**src/rtl/wbc_arb2.sv**
```systemverilog
// wbc_arb2: two-master Wishbone arbiter in front of one slave, granted per cyc.
// Ports: wb_clk_i/wb_rst_n clock and async active-low reset; m0_*/m1_* master
//   buses (adr, dat, cyc, stb, we, sel in; dat, ack out); s_* slave bus;
//   gnt_o one-hot {m1,m0}, 00 when idle.
// Build option CONFIG_ARB_RR_EN: round-robin on an idle tie (otherwise master 0 wins).
module wbc_arb2 #(
  parameter int AW = 16,
  parameter int DW = 16,
  parameter int SW = DW / 8
) (
  input  logic          wb_clk_i,
  input  logic          wb_rst_n,
  input  logic [AW-1:0] m0_adr_i,
  input  logic [DW-1:0] m0_dat_i,
  output logic [DW-1:0] m0_dat_o,
  input  logic          m0_cyc_i,
  input  logic          m0_stb_i,
  input  logic          m0_we_i,
  input  logic [SW-1:0] m0_sel_i,
  output logic          m0_ack_o,
  input  logic [AW-1:0] m1_adr_i,
  input  logic [DW-1:0] m1_dat_i,
  output logic [DW-1:0] m1_dat_o,
  input  logic          m1_cyc_i,
  input  logic          m1_stb_i,
  input  logic          m1_we_i,
  input  logic [SW-1:0] m1_sel_i,
  output logic          m1_ack_o,
  output logic [AW-1:0] s_adr_o,
  output logic [DW-1:0] s_dat_o,
  input  logic [DW-1:0] s_dat_i,
  output logic          s_cyc_o,
  output logic          s_stb_o,
  output logic          s_we_o,
  output logic [SW-1:0] s_sel_o,
  input  logic          s_ack_i,
  output logic [1:0]    gnt_o
);
  typedef enum logic [1:0] {IDLE = 2'b00, GNT0 = 2'b01, GNT1 = 2'b10} state_t;
  state_t state, nxt;
  logic last, tie_m1;
`ifdef CONFIG_ARB_RR_EN
  assign tie_m1 = ~last;
`else
  // Fixed priority: 'last' is tracked but never steers the tie.
  assign tie_m1 = last & 1'b0;
`endif
  always_comb begin
    nxt = state;
    case (state)
      IDLE:    nxt = (m0_cyc_i && m1_cyc_i) ? (tie_m1 ? GNT1 : GNT0) :
                     m0_cyc_i ? GNT0 : m1_cyc_i ? GNT1 : IDLE;
      GNT0:    nxt = m0_cyc_i ? GNT0 : m1_cyc_i ? GNT1 : IDLE;
      GNT1:    nxt = m1_cyc_i ? GNT1 : m0_cyc_i ? GNT0 : IDLE;
      default: nxt = IDLE;
    endcase
  end
  always_ff @(posedge wb_clk_i or negedge wb_rst_n)
    if (!wb_rst_n) begin
      state <= IDLE;
      last  <= 1'b1;
    end else begin
      state <= nxt;
      if (nxt != IDLE) last <= (nxt == GNT1);
    end
  // The grant is the state encoding itself, so it is registered by construction.
  assign gnt_o    = state;
  assign s_cyc_o  = gnt_o[0] ? m0_cyc_i : gnt_o[1] ? m1_cyc_i : 1'b0;
  assign s_stb_o  = gnt_o[0] ? m0_stb_i : gnt_o[1] ? m1_stb_i : 1'b0;
  assign s_we_o   = gnt_o[0] ? m0_we_i  : gnt_o[1] ? m1_we_i  : 1'b0;
  assign s_adr_o  = gnt_o[0] ? m0_adr_i : gnt_o[1] ? m1_adr_i : '0;
  assign s_dat_o  = gnt_o[0] ? m0_dat_i : gnt_o[1] ? m1_dat_i : '0;
  assign s_sel_o  = gnt_o[0] ? m0_sel_i : gnt_o[1] ? m1_sel_i : '0;
  // Qualifying with the master's own cyc drops a late ack after cyc falls.
  assign m0_ack_o = s_ack_i & gnt_o[0] & m0_cyc_i;
  assign m1_ack_o = s_ack_i & gnt_o[1] & m1_cyc_i;
  assign m0_dat_o = s_dat_i;
  assign m1_dat_o = s_dat_i;
endmodule

```
**config.mk**
```make
export PLATFORM = sky130hd
export DESIGN_NAME = wbc_arb2
export DESIGN_NICKNAME = d
export VERILOG_FILES = /design/src/rtl/wbc_arb2.sv
export SDC_FILE = /design/constraint.sdc
export NUM_CORES = 1
export LEC_CHECK = 0
export ABC_AREA = 1
export CAP_MARGIN = 20
export CORE_MARGIN = 5
export CORE_UTILIZATION = 20
export CTS_CLUSTER_DIAMETER = 100
export CTS_CLUSTER_SIZE = 30
export DETAILED_ROUTE_END_ITERATION = 10
export PLACE_DENSITY_LB_ADDON = 0.08
export SYNTH_ARGS = -nofsm -noshare
export SYNTH_HDL_FRONTEND = slang
export SYNTH_SLANG_ARGS = --single-unit
```
**constraint.sdc**
```tcl
create_clock -name wb_clk_i -period 1.42 [get_ports wb_clk_i]
set_clock_uncertainty 0.05 [all_clocks]
set_input_delay 0.284 -clock wb_clk_i [delete_from_list [all_inputs] [get_ports wb_clk_i]]
set_output_delay 0.284 -clock wb_clk_i [all_outputs]
set_load 0.01 [all_outputs]
```
==> results of run 1 <==
[worst paths after layout]
kind	start	endpoint	slack [ns]	cells past startpoint
setup / recovery	gnt_o[0]$_DFF_PN0_	s_stb_o	-0.13	6
hold / removal	wb_rst_n	gnt_o[0]$_DFF_PN0_	0.19	1
setup reg to reg	gnt_o[0]$_DFF_PN0_	gnt_o[0]$_DFF_PN0_	0.43	5
hold reg to reg	gnt_o[1]$_DFF_PN0_	gnt_o[0]$_DFF_PN0_	0.67	4
max in group asynchronous	wb_rst_n	gnt_o[1]$_DFF_PN0_	1.01	1
min in group wb_clk_i	m1_cyc_i	gnt_o[1]$_DFF_PN0_	0.37	3
[cell usage after synthesis (all sizes together)]
cell type,n
buf,43
dfrtp,2
inv,5
nand2,78
nand3,38
nor2,3
[per-layer routing]
metal	share of wire	GRT usage	vias to the layer above
met1	0.40	0.150	577
met2	0.49	0.222	59
li1	-	-	686
met5	0	0	-
met4	0.013	0.0472	0
met3	0.095	0.0433	15
[cell type report]
class | count | share of cell area
clock buffers | 3 | 0.0201
inverters | 5 | 0.0153
flip-flops and latches | 2 | 0.0244
multi-input cells | 119 | 0.295
well taps | 52 | 0.0317
repair buffers | 133 | 0.614
[metrics by stage]
stage	cell area [um^2]	hold WS [ns]	instances	setup WS (ns)	utilization
finish	2050	0.187	314	-0.125	0.471
global route	2050	0.187	314	-0.172	0.471
CTS	2000	0.186	314	-0.252	0.460
detailed placement	1880	0.409	303	-0.399	0.433
global placement	1880	0.407	303	-0.402	0.433
floorplan	896	-0.0616	169	0.203	-
[where the power goes]
group / switching (mW) / total, mW / internal, mW / leakage (nW)
logic: 0.348 / 0.808 / 0.460 / 1.01
registers: 0.00418 / 0.0671 / 0.0629 / 0.0251
clock network: 0.0440 / 0.223 / 0.179 / 0.0216
[timing repair]
item	4_1_cts	5_1_grt
endpoints found under the setup margin	41	41
cloned	4	2
buffers inserted	4	3
gates resized for setup	184	20
hold buffers	0	0
pin swaps	9	17
[cells by family (layout without fill, tap and decap cells)]
group         Yosys count  in the layout
buf+inv                48            141
flops                   2              2
simple gates          119            119
==> reports/metrics.yaml, run 1 <==
status:
  status: "finished, violations left"
  violations: "setup timing"
logic_synthesis:
  ys_ff_latch: 2
  synthTopCellsByArea: "nand2_1 (33%), buf_4 (27%), nand3_1 (21%)"
  ys_seq_area_frac: 0.0559
  synth_warnings: 0
  yosysUniqueCellTypes: 9
  postSynthNetCount: 262
  postSynthCellCount: 169
  synth_mux_area_frac: 0
  synth_compound_area_frac: 0
  synthesis.area_um2: 896
  synth_top_area_share: 0.327
  yosys.area.top_type: "nand2_1"
  synthAdderAreaFrac: 0
  yosys.area_share.simple: 0.552
  syn_area_per_cell_um2: 5.30
  synth_top_family_by_area: "simple AND/OR/NAND/NOR gates"
  synth-xor-area-share: 0
grt:
  track_usage: 0.130
  antenna_found_initial: 0
  grt_pass1_wl_um: 6380
  grt_max_degree: 22
  grt_pass1_vias: 1325
  grt-ovfl-total: 0
job:
  maxCapViolCount: 0
detailed_routing:
  vias: 1337
  drtIter0Drc: 29
  post_drt_wl_per_cell_um: 13.8
  drc: 0
  drtPass1Iterations: 4
  via_per_inst: 4.26
  routed_wl_um: 4330
  ant_nets: 0
timing:
  fmax_mhz: 647
  drv_slew: 0
  fin_crit_ns: 1.55
  worst_slew_pin_slew_ns: 0.197
  setup_ws_ns: -0.125
  period_share: 1.09
  rsz0062_at_grt: "true"
  setup_tns_ns: -3.58
  hold_viol: 0
  maxSlewHeadroom: 0.869
  setup_viol: 38
clocking:
  cts_root_buffer: "clkbuf_8"
  clk_pin_slew_ns: 0.03
  cts_tree: "yes"
  cts_buffers: 3
  cts_sinks: 2
  insertion_delay_ns: 0.21
  htree_levels: 1
  clock_path_buffers: 2
setup_path:
  critPathTopFamily: "buffers and inverters"
  crit_arrival_ns: 1.21
  max_stage_delay_ns: 0.37
  path_cells: "buf_6 -> inv_12 -> clkbuf_16 -> nand3_1 -> nand2_1 -> buf_2"
  cp_num_buf_inv: 4
  cp_slowest_cell: "dfrtp_1"
  worst_setup_path_start_kind: "flop"
  path_max_fanout: 7
  path_class: "reg -> out"
  worstPathRequired_ns: 1.09
  worstSetupEndpointType: "primary output"
cells_and_area:
  final_cell_mix: "nand2_1 (75), clkdlybuf4s50_1 (75), buf_2 (34)"
  drive_above_1_share: 0.313
  nFillCells: 467
  syn_to_final_growth_pct: 129
  multiInputGateArea_um2: 604
  diodes: 0
  seqCellArea_um2: 50.0
  largest_reg_flops: 2
  final_nets: 357
power:
  power_leakage_nw: 1.06
  powerDensity_mw_per_mm2: 536
  vdd_drop_max_mv: 0.450
  total_power_mw: 1.10
floorplanning:
  initial_core_util: 0.206
  die_y_um: 76.9
  ios: 166
  dieArea_mm2: 0.00592
  dieWidth_um: 76.9
  core_area_mm2: 0.00435
  fp-row-count: 24
placed_design:
  portBuffers: 117
  gp_congestion: 0.691
  hpwlAfterDp_um: 3130
worst_hold_path:
  hp-class: "in -> async"
Note: power is estimated with default switching activity, not from simulation.
==> inputs of run 2 (changes only) <==
ABC_CLOCK_PERIOD_IN_PS = 1420   (was not set)
==> results of run 2 <==
The final DEF is identical to that of run 1; final timing and power are the same.
